`src/rtl/md_pad_responder.sv`:
```
// Device-side Mega Drive 3/6-button pad: answers the host select line with
// the active-low data pattern for the current select level and sequence step.
module md_pad_responder #(
  parameter int TIMEOUT = 75000,
  parameter int SIX_BTN = 1
) (
  input  logic        clk,
  input  logic        reset,
  input  logic [11:0] btn,
  input  logic        mdsel,
  output logic [5:0]  pad_out,
  output logic [2:0]  phase
);

  localparam logic [16:0] T_LAST = 17'(TIMEOUT - 1);
  localparam bit          SIX    = (SIX_BTN != 0);

  logic        sel_m, sel_s, sel_d;
  logic        fall, rise, sel_edge;
  logic [2:0]  n;
  logic [16:0] t;
  logic [5:0]  pad_nxt;
  logic        b_m, b_s, b_z, b_y, b_x, b_c, b_b, b_a, b_u, b_d, b_l, b_r;

  assign {b_m, b_s, b_z, b_y, b_x, b_c, b_b, b_a, b_u, b_d, b_l, b_r} = btn;

  // Select idles high, so the synchronizer resets to 1 and a low select
  // seen right after reset is counted as a fresh fall.
  always_ff @(posedge clk) begin
    if (reset) begin
      sel_m <= 1'b1;
      sel_s <= 1'b1;
      sel_d <= 1'b1;
    end else begin
      sel_m <= mdsel;
      sel_s <= sel_m;
      sel_d <= sel_s;
    end
  end

  assign fall     = sel_d & ~sel_s;
  assign rise     = ~sel_d & sel_s;
  assign sel_edge = fall | rise;

  // An edge landing on the timeout cycle takes priority over the clear.
  always_ff @(posedge clk) begin
    if (reset) begin
      n <= 3'd0;
      t <= 17'd0;
    end else if (sel_edge) begin
      t <= 17'd0;
      if (fall && n < 3'd4) n <= n + 3'd1;
    end else if (t == T_LAST) begin
      n <= 3'd0;
    end else begin
      t <= t + 17'd1;
    end
  end

  always_comb begin
    pad_nxt = ~{b_c, b_b, b_r, b_l, b_d, b_u};
    if (sel_s) begin
      if (SIX && n == 3'd3) pad_nxt = ~{b_c, b_b, b_x, b_y, b_z, b_m};
    end else begin
      if (!SIX || n < 3'd3) pad_nxt = {~b_s, ~b_a, 2'b00, ~b_d, ~b_u};
      else if (n == 3'd3)   pad_nxt = {~b_s, ~b_a, 4'b0000};
      else                  pad_nxt = {~b_s, ~b_a, 4'b1111};
    end
  end

  always_ff @(posedge clk) begin
    if (reset) pad_out <= 6'b111111;
    else       pad_out <= pad_nxt;
  end

  assign phase = n;

endmodule

```
`config.mk`:
```
export PLATFORM = sky130hd
export DESIGN_NAME = md_pad_responder
export DESIGN_NICKNAME = d
export VERILOG_FILES = /design/src/rtl/md_pad_responder.sv
export SDC_FILE = /design/constraint.sdc
export NUM_CORES = 1
export LEC_CHECK = 0
export ABC_AREA = 1
export BUFFER_PORTS_ARGS = -buffer_cell sky130_fd_sc_hd__buf_2
export CAP_MARGIN = 20
export CORE_UTILIZATION = 40
export DETAILED_ROUTE_END_ITERATION = 8
export SYNTH_ARGS = -nofsm -noshare
export SYNTH_HDL_FRONTEND = slang
export SYNTH_SLANG_ARGS = --single-unit
```
`constraint.sdc`:
```
create_clock -name clk -period 3 [get_ports clk]
set_input_delay 0.15 -clock clk [delete_from_list [all_inputs] [get_ports clk]]
set_output_delay 0.15 -clock clk [all_outputs]
set_load 0.02 [all_outputs]
```
## Word-level counts from Yosys, hierarchy flattened

Cells that the tools add are included.

| operators by class | value |
|---|---|
| add/subtract/negate cells | 2 |
| magnitude comparators | 2 |
| equal/unequal tests | 3 |
| multiplexer cells | 7 |
| bitwise operators | 11 |
| reduce and logical (&&, ||, !) cells | 4 |

Operator list:

| kind | number |
|---|---|
| adder 17 x 1 -> 17 bit, second input constant | 1 |
| equality test 17 bit, second input constant | 1 |
| 2-to-1 mux 6 bit | 2 |
| inverter 6 bit | 2 |
| 2-to-1 mux 3 bit | 3 |
| 2-to-1 mux 4 bit | 2 |
| inverter 1 bit | 6 |
| adder 3 x 1 -> 3 bit, second input constant | 1 |
| equality test 3 x 2 -> 1 bit, second input constant | 1 |
| < comparator 3 x 2 -> 1 bit, second input constant | 1 |
| < comparator 3 bit, second input constant | 1 |
| bitwise AND 1 bit | 2 |
| inequality test 2 x 1 -> 1 bit, second input constant | 1 |
| AND reduction 2 bit | 1 |
| nonzero test 2 bit | 1 |
| OR reduction 2 bit | 1 |
| logical AND 1 bit | 1 |
| bitwise OR 1 bit | 1 |

| storage, ports and cells | value |
|---|---|
| flip-flop bits (word level) | 29 |
| bits of input ports | 15 |
| output and inout bits | 9 |
| logic and storage cells | 35 |

## Longest topological paths before layout

Gate-level depths: netlist (run 1).

| logic depth | value |
|---|---|
| word-level depth | 5 |
| depth in mapped cells | 8 |
| gate-level depth less buffers | 8 |

## Worst setup path after synthesis (run 1)

No wires, ideal clock.

| timing | value |
|---|---|
| kind | reg-to-reg |
| start point | reg sel_s |
| end point | reg n[2] (netlist: phase[2]) |
| library setup time | 70 ps |
| arrival time | 1516 ps |
| data required time | 2930 ps |
| slack | 1414 ps |
| stages on the path, launching flop included | 7 |
| buffers on the path | 0 |
| period minus slack after synthesis | 1586 ps |
| cells stage by stage | dfxtp_1 inv_1 ha_1 inv_1 nand3_1 or2_2 a21oi_1 |

| between the ends | value |
|---|---|
| longest elaborated chain between the ends | 5 |
| elaborated cells between the ends (all ways) | 9 |
| those cells by class | 1 x eq/ne; 1 x mux; 4 x bitwise; 3 x reduce/logical |

RTL lines:

| item | RTL line | source |
|---|---|---|
| from (decl) | 18 | `logic sel_m, sel_s, sel_d;` |
| from (signal assigned) | 36 | `sel_s <= sel_m;` |
| inverter 1 bit | 41 | `assign fall = sel_d & ~sel_s;` |
| bitwise AND 1 bit | 41 |  |
| bitwise OR 1 bit / logical AND 1 bit (equally long branches) | 43, 52 |  |
| inequality test 2 x 1 -> 1 bit (no source line) / nonzero test 2 bit (equally long branches) | n/a |  |
| AND reduction 2 bit (no source line) | n/a |  |
| to (signal assigned) | 52 | `if (fall && n < 3'd4) n <= n + 3'd1;` |
| to (decl) | 20 | `logic [2:0] n;` |

Parallel ways exist; a longest one is shown, timed or not.
A chain may end at the register's enable or synchronous reset.

## Worst setup path after layout (run 1)

Same ends and word-level chain as after synthesis.

==> flow_metrics.tcl, run 1 <==
set metrics [dict create \
    num_antenna_cells 0 \
    final.setup_skew_ns 0.00779 \
    route.detailed.wl_per_inst_um 10.5 \
    design.die.area_um2 3700 \
    cellLeakagePower_nw 0.657 \
    max_stage_delay_ns 0.45 \
    route.detailed.drc 0 \
    antenna_violating_nets_post_route 0 \
    run_status "complete, no violations" \
    wirelength_routed_um 2810 \
    tritoncts "built" \
    maxClockFrequency_ghz 0.566 \
    critPathArrivalTime_ns 2.01 \
    port_buffers 23 \
    grt_max_degree 11 \
    synth_sequential_area_ratio_pct 42.0 \
    synthesis.instances 194 \
    synthMostInstantiatedCell "sky130_fd_sc_hd__nand2_1" \
    start_util_pct 43.5 \
    drt_first_iter_violations 66 \
    core_area_um2 3180 \
    gp_congestion 0.835 \
    synth-seq-cells 29 \
    cts.htree.levels 2 \
    antenna_violations_before_repair 0 \
    die_x_um 60.8 \
    tritoncts.num_buffers 5 \
    cts_num_sinks 29 \
    vias_per_cell 4.84 \
    report.final.hold_viol_count 0 \
    cts.hold.buffers_added 0 \
    async_reset_ff_share_pct 0 \
    post_route_cells_drive_above_1_share_pct 16.5 \
    finish.utilization_pct 50.8 \
    maxSlewHeadroom_pct 79.0 \
    vdd_drop_max_v 0.000223 \
    cp-end-kind "flip-flop" \
    ioPinCount 24 \
    worst_pin_slew_ns 0.313 \
    fp.dieH_um 60.8 \
    critPathMostFrequentCell "sky130_fd_sc_hd__inv_1" \
    num_vias 1296 \
    worst-path-max-fanout 7 \
    worstPathBufferInverterCount 2 \
    rsz0062_at_grt "false" \
    critPathRequiredTime_ns 3.24 \
    row_count 20 \
    clkLatencyLatePin_ns 0.31 \
    synth_top_cell_by_area "sky130_fd_sc_hd__dfxtp_1" \
    grt_pass1_wl_um 4680 \
    maxCapViolations 0 \
    cts.repair_timing.setup_buffer_count 0 \
    finalSetupViolCount 0 \
    clk_slew_on_worst_s_h_paths_ns 0.08 \
    synth_edf_count 0 \
    cp-start-kind "flip-flop" \
    critical_path.cell_chain "inv_1 > ha_1 > inv_1 > nand3_1 > or2_2 > a21oi_1" \
    syn_area_per_cell_um2 7.13 \
    final_net_count 243 \
    place_inst 260 \
    power-per-cell-area_nw_per_um2 429 \
    yosysWarningCount 0 \
    timing.critical_path.slowest_stage_cell "sky130_fd_sc_hd__dfxtp_1" \
    worst-setup-path-type "flip-flop to flip-flop" \
    slew_viol_final 0 \
    netlist.area_leader.share_pct 42.0 \
    synth_top_flop_cell "sky130_fd_sc_hd__dfxtp_1" \
    root_buffer "sky130_fd_sc_hd__clkbuf_4" \
    synth.area.top_cells "sky130_fd_sc_hd__dfxtp_1 42%, sky130_fd_sc_hd__nand2_1 12%, sky130_fd_sc_hd__nor2_1 8.4%" \
    synth_top_cells_by_count "43 x sky130_fd_sc_hd__nand2_1, 31 x sky130_fd_sc_hd__nor2_1, 29 x sky130_fd_sc_hd__dfxtp_1" \
    final_layout_fill_cell_count 332 \
    synth_cell_area_um2 1380 \
    max-clock-path-buffers 2 \
    place_worst_setup_slack_ns 1.25 \
    critical_path.top_delay_family "simple AND/OR/NAND/NOR gates" \
    detailedPlacementHpwl_um 2160 \
    mappedNetlistNets 213 \
    fin_cells 268 \
    ctsResizeCount 0 \
    setup_tns_final_ns 0 \
    min-delay-path-class "primary input to flip-flop" \
    grt_util_all_layers_pct 17.1 \
    post-route-period-util_pct 58.9 \
    grt_remaining_overflow 0 \
    post-route-min-period_ns 1.77 \
    first_global_vias 1116 \
    layout_setup_ws_ns 1.23 \
    area_added_between_synthesis_and_finish_pct 16.6 \
    ys_types 20 \
    fin_total_pwr_w 0.000692 \
    detailedRoute.firstPassIterationCount 4 \
]
[worst paths after layout]
check | start | endpoint | slack [ns] | cells after the start
hold / removal | btn[6] | pad_out[5] | 0.01 | 2
setup reg to reg | sel_s | phase[2] | 1.23 | 6
hold reg to reg | sel_m | sel_s | 0.41 | 1
setup / recovery | sel_s | phase[2] | 1.23 | 6
[kinds of logic after synthesis]
logic type	count (synthesis)	share of synthesized area (%)
AND/OR/NAND/NOR	105	34.4
flip-flops	29	42.0
AO/OA/AOI/OAI	28	10.5
buffers and inverters	23	6.33
XOR/XNOR	5	3.17
adder cells (fa/ha/maj)	4	3.62
[per-layer routing]
layer  GRT usage, %  vias to the layer above  share of wire (%)
met5              0                        -                  0
met4           6.82                        0                1.2
met3           4.05                        5                4.5
met2           26.4                       29                 43
met1           23.2                      578                 51
li1               -                      684                  -
[through the flow]
step / area, µm² / hold WS (ns)
detailed placement: 1550 / 0.340
global placement: 1550 / 0.334
CTS: 1600 / 0.00670
global route: 1610 / 0.0141
finish: 1610 / 0.0148
floorplan: 1380 / 0.250
[registers in the layout, indices dropped and copies added (netlist names)]
signal and cells:
phase 3, t 17, sel_m 1, pad_out 6
sel_d 1, sel_s 1
[final cells by class]
class                           instances  area (µm²)  share of cell area, %
Multi-Input combinational cell        142         716                   44.3
Clock buffer                            7        55.1                   3.41
Sequential cell                        29         581                   36.0
Inverter                               22        82.6                   5.12
Tap cell                               44        55.1                   3.41
Timing Repair Buffer                   24         125                   7.75
[report_power, final]
part | internal, W | total [W] | switching [W] | leakage (nW)
Combinational | 0.0000235 | 0.0000562 | 0.0000327 | 0.389
Clock | 0.000111 | 0.000234 | 0.000123 | 0.0314
Sequential | 0.000395 | 0.000402 | 0.00000652 | 0.237
Total | 0.000529 | 0.000692 | 0.000163 | 0.657
[worst register-to-register path, cell delays in order, from the launching register on]
cell and delay (ns):
sky130_fd_sc_hd__dfxtp_1 0.45, sky130_fd_sc_hd__inv_1 0.16, sky130_fd_sc_hd__ha_1 0.33, sky130_fd_sc_hd__inv_1 0.17, sky130_fd_sc_hd__nand3_1 0.16, sky130_fd_sc_hd__or2_2 0.30, sky130_fd_sc_hd__a21oi_1 0.13
[cell usage in the layout (no fill, tap or decap), types with 4 or more instances in the layout]
master,instances
sky130_fd_sc_hd__a21oi_1,18
sky130_fd_sc_hd__dfxtp_1,29
sky130_fd_sc_hd__o21ai_0,8
sky130_fd_sc_hd__clkbuf_4,5
sky130_fd_sc_hd__buf_2,23
sky130_fd_sc_hd__nand4_1,5
sky130_fd_sc_hd__ha_1,4
sky130_fd_sc_hd__nor2_1,31
sky130_fd_sc_hd__inv_1,21
sky130_fd_sc_hd__nand2_1,43
sky130_fd_sc_hd__nand3_1,15
No activity file was read; power rests on OpenSTA's default activity.
==> run 2: changes to the inputs <==
==> constraint.sdc (replaced) <==
create_clock -name clk -period 1.4 [get_ports clk]
set_input_delay 0.07 -clock clk [delete_from_list [all_inputs] [get_ports clk]]
set_output_delay 0.07 -clock clk [all_outputs]
set_load 0.02 [all_outputs]
==> flow_metrics.tcl, run 2 (synthesis results as in run 1) <==
set metrics [dict create \
    run_status "complete, no violations" \
    clkLatencyLatePin_ns 0.32 \
    detailedRoute.firstPassIterationCount 4 \
    fin_cells 280 \
    worst_pin_slew_ns 0.316 \
    wirelength_routed_um 3130 \
    grt_util_all_layers_pct 18.8 \
    gp_congestion 0.780 \
    tritoncts "built" \
    post_route_cells_drive_above_1_share_pct 26.7 \
    tritoncts.num_buffers 5 \
    root_buffer "sky130_fd_sc_hd__clkbuf_4" \
    final_cell_mix "43 x sky130_fd_sc_hd__nand2_1, 29 x sky130_fd_sc_hd__nor2_1, 24 x sky130_fd_sc_hd__dfxtp_1" \
    critPathArrivalTime_ns 1.55 \
    largest_reg_flops 17 \
    cts_num_sinks 29 \
    grt_pass1_wl_um 5090 \
    report.final.hold_viol_count 0 \
    post-route-period-util_pct 92.4 \
    maxCapViolations 0 \
    num_antenna_cells 0 \
    timing.critical_path.from "sel_s" \
    start_util_pct 43.5 \
    max-clock-path-buffers 2 \
    antenna_violations_before_repair 0 \
    detailedPlacementHpwl_um 2360 \
    worst-setup-path-type "flip-flop to flip-flop" \
    core_area_um2 3180 \
    place_inst 268 \
    route.detailed.wl_per_inst_um 11.2 \
    timing.hold.worst.start "btn[0]" \
    rsz0062_at_grt "false" \
    grt_max_degree 11 \
    cp-start-kind "flip-flop" \
    cp-end-kind "flip-flop" \
    design.die.area_um2 3700 \
    maxClockFrequency_ghz 0.773 \
    power-per-cell-area_nw_per_um2 870 \
    min-delay-path-class "primary input to flip-flop" \
    dpl-instance-area_um2 1620 \
    vdd_drop_max_v 0.000604 \
    critPathRequiredTime_ns 1.66 \
    fp.dieH_um 60.8 \
    cts.htree.levels 2 \
    clk_slew_on_worst_s_h_paths_ns 0.09 \
    cellLeakagePower_nw 0.707 \
    top_register "t" \
    maxSlewHeadroom_pct 78.8 \
    setup_tns_final_ns 0 \
    die_x_um 60.8 \
    worst_r2r_startpoint "sel_s" \
    area_added_between_synthesis_and_finish_pct 27.8 \
    num_vias 1340 \
    grt_remaining_overflow 0 \
    final.setup_skew_ns 0.0104 \
    row_count 20 \
    antenna_violating_nets_post_route 0 \
    first_global_vias 1170 \
    ioPinCount 24 \
    finalSetupViolCount 0 \
    final_net_count 254 \
    mostFrequentLayoutCell "sky130_fd_sc_hd__nand2_1" \
    drt_first_iter_violations 77 \
    worst-path-max-fanout 2 \
    route.detailed.drc 0 \
    vias_per_cell 4.79 \
    slew_viol_final 0 \
    post-route-min-period_ns 1.29 \
    postLayoutCellArea_um2 1770 \
    port_buffers 23 \
]
-- run 2: final timing paths --
| check | endpoint | slack, ns | cells after the start |
|---|---|---|---|
| hold reg to reg | sel_s | 0.44 | 1 |
| setup / recovery | phase[2] | 0.11 | 6 |
| hold / removal | pad_out[3] | 0.02 | 4 |
| setup reg to reg | phase[2] | 0.11 | 6 |
-- run 2: metal layers --
| layer | up-vias | wire, µm | global-route usage, % |
|---|---|---|---|
| met5 | - | 0 | 0 |
| met4 | 0 | 42 | 9.42 |
| met3 | 5 | 101 | 4.05 |
| met2 | 16 | 1440 | 27.5 |
| met1 | 605 | 1550 | 26.1 |
| li1 | 714 | - | - |
-- run 2: final cells by class --
cell class              instances  area (µm²)
clock buffers                   8        58.8
repair buffers                 35         213
multi-input cells             142         767
inverters                      22        86.3
flip-flops and latches         29         589
fillers                       329        1410
well taps                      44        55.1
-- run 2: worst max-delay path: stages (launching register included) --
cell	delay (ns)
sky130_fd_sc_hd__dfxtp_4	0.35
sky130_fd_sc_hd__inv_2	0.04
sky130_fd_sc_hd__ha_4	0.23
sky130_fd_sc_hd__inv_2	0.10
sky130_fd_sc_hd__nand3_2	0.09
sky130_fd_sc_hd__or2_2	0.28
sky130_fd_sc_hd__a21oi_1	0.13
-- run 2: where the power goes --
group          internal, W  total [W]  leakage [nW]  switching [W]
clock             0.000248   0.000521        0.0326       0.000274
sequential        0.000847   0.000861         0.238      0.0000136
combinational    0.0000739   0.000157         0.436      0.0000836
total              0.00117    0.00154         0.707       0.000371
-- run 2: through the flow --
stage	utilization, %	power, W	hold slack, ns	worst slack [ns]
3_5_place_dp	50.9	0.00102	0.256	-0.00259
5_1_grt	55.7	0.00161	0.0223	0.00453
6_report	55.7	0.00154	0.0239	0.107
3_3_place_gp	50.9	0.00101	0.254	0.0605
4_1_cts	53.8	0.00154	0.0197	0.0132
2_1_floorplan	-	0.000956	0.170	0.00897
-- run 2: what timing repair did --
item                                    CTS  global route
pin swaps                                 0             1
gates cloned                              0             0
buffers inserted                          0             1
resized for setup                         1            15
hold buffers                              3             0
endpoints found under the hold margin     3             0
endpoints found under the setup margin    3            18
==> run 3: changes to the inputs <==
==> constraint.sdc (replaced) <==
create_clock -name clk -period 1.14 [get_ports clk]
set_input_delay 0.057 -clock clk [delete_from_list [all_inputs] [get_ports clk]]
set_output_delay 0.057 -clock clk [all_outputs]
set_load 0.02 [all_outputs]
==> flow_metrics.tcl, run 3 (synthesis results as in run 1) <==
set metrics [dict create \
    run_status "complete, but fails checks" \
    violations "setup timing" \
    critPathRequiredTime_ns 1.41 \
    grt_max_degree 10 \
    vdd_drop_max_v 0.000740 \
    min_delay_path_depth 4 \
    setup_slack_reg_to_reg_ns -0.10 \
    slew_viol_final 0 \
    clkLatencyLatePin_ns 0.36 \
    maxSlewHeadroom_pct 78.3 \
    final_cell_mix "36 x sky130_fd_sc_hd__nand2_1, 31 x sky130_fd_sc_hd__buf_4, 23 x sky130_fd_sc_hd__buf_2" \
    top_register "t" \
    post-route-min-period_ns 1.24 \
    design.die.area_um2 3700 \
    dpl-instance-area_um2 1840 \
    largest_reg_flops 17 \
    worst_pin_slew_ns 0.326 \
    netSwitchingFraction_pct 25.6 \
    tritoncts "built" \
    post_route_cells_drive_above_1_share_pct 51.3 \
    power.clock.fraction_pct 39.3 \
    cellLeakagePower_nw 0.899 \
    row_count 20 \
    r2r-end "t[0]" \
    worst-path-max-fanout 5 \
    detailedRoute.firstPassIterationCount 4 \
    power.net_switching_w 0.000555 \
    report.final.hold_viol_count 0 \
    root_buffer "sky130_fd_sc_hd__clkbuf_4" \
    sequentialPowerShare_pct 48.2 \
    timing.hold.worst_endpoint "pad_out[1]" \
    power_report.internal_total_w 0.00162 \
    num_vias 1549 \
    port_buffers 23 \
    gp_congestion 0.820 \
    fin_total_pwr_w 0.00217 \
    area_added_between_synthesis_and_finish_pct 65.1 \
    worst-setup-path-type "flip-flop to flip-flop" \
    grt_remaining_overflow 0 \
    maxClockFrequency_ghz 0.805 \
    detailedPlacementHpwl_um 2490 \
    clk_slew_on_worst_s_h_paths_ns 0.10 \
    worst_r2r_startpoint "sel_s" \
    start_util_pct 43.5 \
    layout_setup_ws_ns -0.102 \
    cts_num_sinks 29 \
    maxCapViolations 0 \
    max-clock-path-buffers 2 \
    post-route-period-util_pct 109 \
    core_area_um2 3180 \
    tritoncts.num_buffers 5 \
    route.detailed.drc 0 \
    antenna_violations_before_repair 0 \
    rsz0062_at_grt "true" \
    antenna_violating_nets_post_route 0 \
    final_net_count 285 \
    timing.hold.worst.start "btn[2]" \
    place_worst_setup_slack_ns -0.0983 \
    final.setup_skew_ns 0.0234 \
    ioPinCount 24 \
    grt_util_all_layers_pct 22.8 \
    pwr-share-comb_pct 12.5 \
    cp-start-kind "flip-flop" \
    first_global_vias 1350 \
    route.detailed.wl_per_inst_um 13.0 \
    cp-end-kind "flip-flop" \
    wirelength_routed_um 4050 \
    final_layout_fill_cell_count 241 \
    fp.dieH_um 60.8 \
    power-per-cell-area_nw_per_um2 950 \
    drt_first_iter_violations 100 \
    postLayoutCellArea_um2 2280 \
    reg2reg_depth 6 \
    finalSetupViolCount 20 \
    die_x_um 60.8 \
    vias_per_cell 4.98 \
    cts.htree.levels 2 \
    critPathArrivalTime_ns 1.51 \
    min-delay-path-class "primary input to flip-flop" \
    num_antenna_cells 0 \
    mostFrequentLayoutCell "sky130_fd_sc_hd__nand2_1" \
    grt_pass1_wl_um 5930 \
]
## run 3: cell count changes in the layout (fill, tap and decap cells not counted), moves of 6 or more
cell / delta
sky130_fd_sc_hd__nor2_1: -8
sky130_fd_sc_hd__a21oi_1: -8
sky130_fd_sc_hd__nor2_4: +6
sky130_fd_sc_hd__nand2_2: +6
sky130_fd_sc_hd__dfxtp_1: -9
sky130_fd_sc_hd__buf_4: +22
sky130_fd_sc_hd__a21oi_2: +6
sky130_fd_sc_hd__nand2_1: -7
## run 3: routing by layer
metal,wire [µm],global-route usage [%]
met5,0,0
met4,91,14.3
met3,179,6.82
met2,2070,36.4
met1,1700,26.7
## run 3: worst max-delay path by stage
stage,from,endpoint,slack [ns],cells past startpoint
global route,t[12],t[0],-0.14,6
detailed placement,t[1],t[0],-0.1,6
floorplan,sel_s,phase[2],-0.04,6
CTS,t[0],phase[1],-0.09,8
global placement,t[0],phase[2],-0.05,8
finish,sel_s,t[0],-0.10,6
## run 3: power by group through the flow
stage	registers [W]	clock network (W)	logic [W]
global placement	0.00108	0	0.000190
CTS	0.00105	0.000851	0.000238
detailed placement	0.00108	0	0.000194
floorplan	0.00110	0	0.0000915
finish	0.00105	0.000852	0.000272
global route	0.00105	0.000906	0.000295
## run 3: critical path, cell delays in order, from the launching register on
cell and delay (ns):
sky130_fd_sc_hd__dfxtp_4 0.37, sky130_fd_sc_hd__inv_4 0.04, sky130_fd_sc_hd__ha_4 0.28, sky130_fd_sc_hd__inv_6 0.05, sky130_fd_sc_hd__nor2_8 0.18, sky130_fd_sc_hd__clkinv_4 0.11
sky130_fd_sc_hd__a21oi_2 0.13
## run 3: per-stage QoR
stage	util [%]	hold WS, ns	cells	setup TNS, ns
2_1_floorplan	-	0.157	194	-0.0377
3_3_place_gp	57.8	0.239	285	-0.518
3_5_place_dp	57.8	0.246	285	-0.975
4_1_cts	65.7	0.00984	306	-1.11
5_1_grt	71.9	0.00297	311	-2.09
6_report	71.9	0.0150	311	-0.917
## run 3: timing repair
item                                    CTS  global route
endpoints found under the setup margin   23            24
buffers inserted                          5             4
hold buffers                              7             0
gates cloned                              1             1
pin swaps                                 9            20
resized for setup                        18            52
hold endpoints to repair                  5             0
## run 3: cell type report
class | count | area [µm²] | share of cell area [%]
tap | 44 | 55.1 | 2.41
multi-input combinational | 143 | 988 | 43.3
clock inverter | 2 | 33.8 | 1.48
timing repair inverter | 1 | 6.26 | 0.274
clock buffer | 6 | 41.3 | 1.81
inverter | 22 | 97.6 | 4.27
sequential | 29 | 611 | 26.7
timing repair buffer | 64 | 452 | 19.8
